<file path="src/rtl/cond_flag_reader_if.sv">
// ID-stage, flag-register, commit and ID/EX output signals of the NZCV read side.
// The master drives the instruction, flags and commit info; the slave returns stall and EX results.
interface cond_flag_reader_if;
  logic        id_valid;
  logic [3:0]  id_cond;
  logic        id_sets_flags;
  logic        id_is_mrs;
  logic        flag_n;
  logic        flag_z;
  logic        flag_c;
  logic        flag_v;
  logic        cm_valid;
  logic        cm_we;
  logic        cm_n;
  logic        cm_z;
  logic        cm_c;
  logic        cm_v;
  logic        flush;
  logic        ex_ready;
  logic        id_stall;
  logic        ex_valid;
  logic        ex_exec;
  logic        ex_sets_flags;
  logic [31:0] ex_mrs_data;

  modport master (
    output id_valid, id_cond, id_sets_flags, id_is_mrs,
    output flag_n, flag_z, flag_c, flag_v,
    output cm_valid, cm_we, cm_n, cm_z, cm_c, cm_v,
    output flush, ex_ready,
    input  id_stall, ex_valid, ex_exec, ex_sets_flags, ex_mrs_data
  );

  modport slave (
    input  id_valid, id_cond, id_sets_flags, id_is_mrs,
    input  flag_n, flag_z, flag_c, flag_v,
    input  cm_valid, cm_we, cm_n, cm_z, cm_c, cm_v,
    input  flush, ex_ready,
    output id_stall, ex_valid, ex_exec, ex_sets_flags, ex_mrs_data
  );
endinterface

</file>
<file path="src/rtl/cond_flag_reader.sv">
// NZCV read side between ID and EX: condition evaluation, MRS value, flag-writer
// hazard tracking with commit bypass, and a registered ready/valid ID/EX stage.
module cond_flag_reader #(
  parameter int MAX_PENDING = 3,
  parameter int CNT_W       = 2
) (
  input logic               clk,
  input logic               rst,
  cond_flag_reader_if.slave bus
);
  localparam logic [CNT_W-1:0] PEND_MAX = CNT_W'(MAX_PENDING);
  localparam logic [CNT_W-1:0] PEND_ONE = CNT_W'(1);

  logic [CNT_W-1:0] pending_reg;
  logic [CNT_W-1:0] pending_next;
  logic [CNT_W-1:0] pending_after;
  logic             ex_valid_reg;
  logic             ex_exec_reg;
  logic             ex_sets_flags_reg;
  logic [31:0]      ex_mrs_data_reg;

  logic [3:0]  flags_eff;
  logic        fn, fz, fc, fv;
  logic        cond_pass;
  logic        needs_flags;
  logic        hazard;
  logic        full_stall;
  logic        bp_stall;
  logic        stall;
  logic        issue;
  logic        cnt_inc;
  logic        cnt_dec;
  logic [31:0] mrs_word;

  // A flag update retiring this cycle is forwarded straight into evaluation.
  assign flags_eff = (bus.cm_valid && bus.cm_we) ? {bus.cm_n, bus.cm_z, bus.cm_c, bus.cm_v}
                                                 : {bus.flag_n, bus.flag_z, bus.flag_c, bus.flag_v};
  assign {fn, fz, fc, fv} = flags_eff;

  always_comb begin
    cond_pass = 1'b0;
    case (bus.id_cond)
      4'h0: cond_pass = fz;
      4'h1: cond_pass = !fz;
      4'h2: cond_pass = fc;
      4'h3: cond_pass = !fc;
      4'h4: cond_pass = fn;
      4'h5: cond_pass = !fn;
      4'h6: cond_pass = fv;
      4'h7: cond_pass = !fv;
      4'h8: cond_pass = fc && !fz;
      4'h9: cond_pass = !fc || fz;
      4'hA: cond_pass = (fn == fv);
      4'hB: cond_pass = (fn != fv);
      4'hC: cond_pass = !fz && (fn == fv);
      4'hD: cond_pass = fz || (fn != fv);
      4'hE: cond_pass = 1'b1;
      default: cond_pass = 1'b0;
    endcase
  end

  genvar gi;
  generate
    for (gi = 0; gi < 32; gi++) begin : g_mrs
      if (gi < 4) begin : g_flag
        assign mrs_word[gi] = flags_eff[gi];
      end else begin : g_zero
        assign mrs_word[gi] = 1'b0;
      end
    end
  endgenerate

  // A commit seen with nothing pending is ignored so the counter cannot wrap.
  assign cnt_dec       = bus.cm_valid && (pending_reg != '0);
  assign pending_after = cnt_dec ? (pending_reg - PEND_ONE) : pending_reg;

  assign needs_flags = (bus.id_cond != 4'hE) || bus.id_is_mrs;
  assign hazard      = needs_flags && (pending_after != '0);
  assign full_stall  = bus.id_sets_flags && (pending_reg == PEND_MAX) && !bus.cm_valid;
  assign bp_stall    = ex_valid_reg && !bus.ex_ready;
  assign stall       = bus.id_valid && (hazard || full_stall || bp_stall);
  assign issue       = bus.id_valid && !stall && !bus.flush;
  assign cnt_inc     = issue && bus.id_sets_flags;

  always_comb begin
    pending_next = pending_reg;
    case ({cnt_inc, cnt_dec})
      2'b10:   pending_next = pending_reg + PEND_ONE;
      2'b01:   pending_next = pending_reg - PEND_ONE;
      default: pending_next = pending_reg;
    endcase
  end

  always_ff @(posedge clk) begin
    if (rst) begin
      pending_reg       <= '0;
      ex_valid_reg      <= 1'b0;
      ex_exec_reg       <= 1'b0;
      ex_sets_flags_reg <= 1'b0;
      ex_mrs_data_reg   <= '0;
    end else begin
      pending_reg <= pending_next;
      if (bus.flush || (ex_valid_reg && bus.ex_ready && !issue)) begin
        ex_valid_reg      <= 1'b0;
        ex_exec_reg       <= 1'b0;
        ex_sets_flags_reg <= 1'b0;
        ex_mrs_data_reg   <= '0;
      end else if (issue && (!ex_valid_reg || bus.ex_ready)) begin
        ex_valid_reg      <= 1'b1;
        ex_exec_reg       <= cond_pass;
        ex_sets_flags_reg <= bus.id_sets_flags && cond_pass;
        ex_mrs_data_reg   <= (bus.id_is_mrs && cond_pass) ? mrs_word : 32'h0;
      end
    end
  end

  assign bus.id_stall      = stall;
  assign bus.ex_valid      = ex_valid_reg;
  assign bus.ex_exec       = ex_exec_reg;
  assign bus.ex_sets_flags = ex_sets_flags_reg;
  assign bus.ex_mrs_data   = ex_mrs_data_reg;
endmodule

</file>
<file path="src/flat_wrapper.sv">
// flat-port wrapper written by rule: the top's interface ports become plain ports
module cond_flag_reader_flat 
#(
  parameter int MAX_PENDING = 3,
  parameter int CNT_W       = 2
)
  (clk, rst, bus_id_valid, bus_id_cond, bus_id_sets_flags, bus_id_is_mrs, bus_flag_n, bus_flag_z, bus_flag_c, bus_flag_v, bus_cm_valid, bus_cm_we, bus_cm_n, bus_cm_z, bus_cm_c, bus_cm_v, bus_flush, bus_ex_ready, bus_id_stall, bus_ex_valid, bus_ex_exec, bus_ex_sets_flags, bus_ex_mrs_data);
  cond_flag_reader_if bus_i ();
  input logic clk;
  input logic rst;
  input wire logic [$bits(bus_i.id_valid)-1:0] bus_id_valid;
  input wire logic [$bits(bus_i.id_cond)-1:0] bus_id_cond;
  input wire logic [$bits(bus_i.id_sets_flags)-1:0] bus_id_sets_flags;
  input wire logic [$bits(bus_i.id_is_mrs)-1:0] bus_id_is_mrs;
  input wire logic [$bits(bus_i.flag_n)-1:0] bus_flag_n;
  input wire logic [$bits(bus_i.flag_z)-1:0] bus_flag_z;
  input wire logic [$bits(bus_i.flag_c)-1:0] bus_flag_c;
  input wire logic [$bits(bus_i.flag_v)-1:0] bus_flag_v;
  input wire logic [$bits(bus_i.cm_valid)-1:0] bus_cm_valid;
  input wire logic [$bits(bus_i.cm_we)-1:0] bus_cm_we;
  input wire logic [$bits(bus_i.cm_n)-1:0] bus_cm_n;
  input wire logic [$bits(bus_i.cm_z)-1:0] bus_cm_z;
  input wire logic [$bits(bus_i.cm_c)-1:0] bus_cm_c;
  input wire logic [$bits(bus_i.cm_v)-1:0] bus_cm_v;
  input wire logic [$bits(bus_i.flush)-1:0] bus_flush;
  input wire logic [$bits(bus_i.ex_ready)-1:0] bus_ex_ready;
  output wire logic [$bits(bus_i.id_stall)-1:0] bus_id_stall;
  output wire logic [$bits(bus_i.ex_valid)-1:0] bus_ex_valid;
  output wire logic [$bits(bus_i.ex_exec)-1:0] bus_ex_exec;
  output wire logic [$bits(bus_i.ex_sets_flags)-1:0] bus_ex_sets_flags;
  output wire logic [$bits(bus_i.ex_mrs_data)-1:0] bus_ex_mrs_data;
  assign bus_i.id_valid = bus_id_valid;
  assign bus_i.id_cond = bus_id_cond;
  assign bus_i.id_sets_flags = bus_id_sets_flags;
  assign bus_i.id_is_mrs = bus_id_is_mrs;
  assign bus_i.flag_n = bus_flag_n;
  assign bus_i.flag_z = bus_flag_z;
  assign bus_i.flag_c = bus_flag_c;
  assign bus_i.flag_v = bus_flag_v;
  assign bus_i.cm_valid = bus_cm_valid;
  assign bus_i.cm_we = bus_cm_we;
  assign bus_i.cm_n = bus_cm_n;
  assign bus_i.cm_z = bus_cm_z;
  assign bus_i.cm_c = bus_cm_c;
  assign bus_i.cm_v = bus_cm_v;
  assign bus_i.flush = bus_flush;
  assign bus_i.ex_ready = bus_ex_ready;
  assign bus_id_stall = bus_i.id_stall;
  assign bus_ex_valid = bus_i.ex_valid;
  assign bus_ex_exec = bus_i.ex_exec;
  assign bus_ex_sets_flags = bus_i.ex_sets_flags;
  assign bus_ex_mrs_data = bus_i.ex_mrs_data;
  cond_flag_reader #(.MAX_PENDING(MAX_PENDING), .CNT_W(CNT_W)) u_core (.clk(clk), .rst(rst), .bus(bus_i));
endmodule
</file>
<file path="config.mk">
export PLATFORM = sky130hd
export DESIGN_NAME = cond_flag_reader_flat
export DESIGN_NICKNAME = d
export VERILOG_FILES = /design/src/rtl/cond_flag_reader_if.sv /design/src/rtl/cond_flag_reader.sv /design/src/flat_wrapper.sv
export SDC_FILE = /design/constraint.sdc
export NUM_CORES = 1
export LEC_CHECK = 0
export BUFFER_PORTS_ARGS = -buffer_cell sky130_fd_sc_hd__buf_2
export CAP_MARGIN = 5
export CORE_UTILIZATION = 30
export DETAILED_ROUTE_END_ITERATION = 10
export PLACE_DENSITY_LB_ADDON = 0.25
export SYNTH_ARGS = -nofsm -noshare
export SYNTH_HDL_FRONTEND = slang
export SYNTH_SLANG_ARGS = --single-unit
export TNS_END_PERCENT = 30
</file>
<file path="constraint.sdc">
create_clock -name clk -period 2.9 [get_ports clk]
set_input_delay 0.29 -clock clk [delete_from_list [all_inputs] [get_ports clk]]
set_output_delay 0.29 -clock clk [all_outputs]
set_load 0.1 [all_outputs]
</file>
==> metrics.txt <==
Crit Path Category reg -> reg; final worst-path cycle share 77.2%; cell chosen for the clock root clkbuf_4; final total negative setup slack 0 ns; number of enable flip-flop cells after synthesis 0; height of the chip 58.1 um; classification of the worst-slack hold path in -> reg; worst endpoint data arrival time 2.40 ns; final number of max-transition violations 0; Routability Congestion 0.727; slew at the pin closest to its max-slew limit 0.619 ns; Power per Cell Area 635 nW/um2; largest family of logic cells by synthesized area buffers and inverters; mean number of vias per cell 4.46; post-route minimum period 2.24 ns; hold buffer count at CTS 0; most frequent cells in the layout conb_1, buf_2, dfxtp_1; simple-gate portion of the synthesized area 20.5%; Place WS 0.694 ns; per-instance average area after synthesis 8.59 um2; post-CTS setup buffers 0; gate count of the mapped netlist 110; input/output buffers 28; maximum fanout encountered on the critical timing path 5; Placement Rows 19; count of unresolved DRC violations after routing 0; static leakage 0.000526 uW; total via count after detailed routing 802; PostCTS Resize Cnt 0; Overflow after GRT 0; clock-pin transition on the worst setup and hold timing paths 0.07 ns; proportion of synthesized chip area in sequential cells 19.1%; starting density of the core 32.8%; Largest delay share family, worst path simple AND/OR/NAND/NOR gates; cell area after synthesis 945 um2; wire length of the first global-routing pass 2860 um; number of sinks handled by clock tree synthesis 9; post-synthesis adder-cell area fraction 3.97%; count of antenna diodes in the layout 0; number of global-route vias before repair 646; critical-path cell with the highest stage delay dfxtp_1; number of non-filler instances in the completed layout 180; final count of negative-setup-slack endpoints 0; Total Wirelength 1860 um; largest stage delay on the critical path 0.35 ns; status finished clean; Inserted Clock Buffers 3; total of flip-flops plus latches after synthesis 9; Tot GR Track Use 10.9%; flip-flop count of the largest register, all copies and words added 4; latest clock arrival within the worst-skew pair 0.27 ns; critical path required time 3.06 ns; number of detailed-route iterations in the first pass 4; clk_skew 0.0101 ns; Bufs and invs on worst path 1; Worst Slack Setup Final 0.663 ns; Worst slew margin 58.6%; Die X-Extent 58.1 um; VDD IR max 0.184 mV; synthesized-area fraction occupied by xor and xnor cells 4.64%; RSZ-0062 raised after global routing no; area of the die 3380 um2; most used flip-flop cell after synthesis dfxtp_1; fraction of registers with async set or reset after synthesis 0%; count of nets left with antenna violations after detail routing 0; clock tree from TritonCTS done; maximum achievable frequency 447 MHz; Clock Tree Buf Depth 2; Cells after DPL 176; Hold Vio Cnt, Final 0; nature of the critical path startpoint flip-flop; capturing element type of the critical path flip-flop; synthesized-area fraction occupied by ao, oa, aoi and oai cells 16.8%; synthesis warning total 0; max-capacitance violation count 0; HPWL Detailed 1520 um; initial DRC count 24; count of H-tree levels built during CTS 1; Core ar. 2880 um2; synth-to-layout area growth 9.67%; number of I/O pins 57; layout cells sized above 1 30.4%; pin count of the biggest net entering global routing 10; cell chain of the critical path inv_1 -> ha_1 -> nor2b_1 -> or3_1 -> a31oi_1 -> and3b_1 -> nand2_1 -> ha_1 -> xor2_1 -> nor2_1; antenna violations before repair 0; mux contribution to synthesized area 8.87%; Top cell by count, worst path ha_1; Wirelength per Cell 10.3 um; number of distinct library cells after synthesis 42; Post-layout nets 163
[area by class of cell]
class | instances | area, um2
fillers | 294 | 1840
well taps | 42 | 52.6
multi-input cells | 94 | 626
flip-flops and latches | 9 | 180
repair buffers | 28 | 140
inverters | 3 | 11.3
clock buffers | 4 | 26.3
[power breakdown]
part           internal, uW  switching (uW)
clock network          53.0            45.0
logic                  84.5             326
registers               138            11.7
[kinds of logic after synthesis]
group / Yosys count
adders and majority gates: 3
buffers and inverters: 34
muxes: 7
and+or+nand+nor: 33
DFF: 9
AOI/OAI and AO/OA: 18
xor gates and xnor gates: 5
other: 1
[per-layer routing]
metal	GRT usage (%)	part of all wire, %	vias up
li1	-	-	398
met1	13.5	44	360
met3	2.23	5.4	4
met2	18.6	50	40
met4	4.08	1.3	0
met5	0	0	-
[synthesized netlist by cell type (2+ instances only)]
cell type,number,share of area (%)
nor4_1,2,1.3
ha_1,3,4.0
nor3_1,5,2.6
mux2i_1,5,5.3
nand2_1,4,1.6
buf_4,28,22
inv_1,3,1.2
xor2_1,5,4.6
nor2_1,6,2.4
a22o_1,5,4.6
nand3_1,2,1.1
o21ai_0,2,1.1
nor2b_1,3,2.0
dfxtp_1,9,19
[through the flow]
step	utilization (%)	power [uW]	hold slack (ns)	area, um2
6_report	36.0	657	0.252	1040
5_1_grt	36.0	693	0.255	1040
4_1_cts	36.0	658	0.250	1040
3_5_place_dp	35.1	558	0.460	1010
3_3_place_gp	35.1	556	0.461	1010
2_1_floorplan	-	538	0.362	1050
[final timing paths]
| path | start | endpoint | slack [ns] | cells past startpoint |
|---|---|---|---|---|
| worst max register to register | u_core.pending_reg[0] | u_core.pending_reg[0] | 0.66 | 10 |
| worst min-delay path | rst | u_core.pending_reg[0] | 0.25 | 2 |
| worst min register to register | u_core.bus.ex_mrs_data[0] | u_core.bus.ex_mrs_data[0] | 0.48 | 1 |
| worst max-delay path | u_core.pending_reg[0] | u_core.pending_reg[0] | 0.66 | 10 |
No activity file was read; power rests on OpenSTA's default activity.
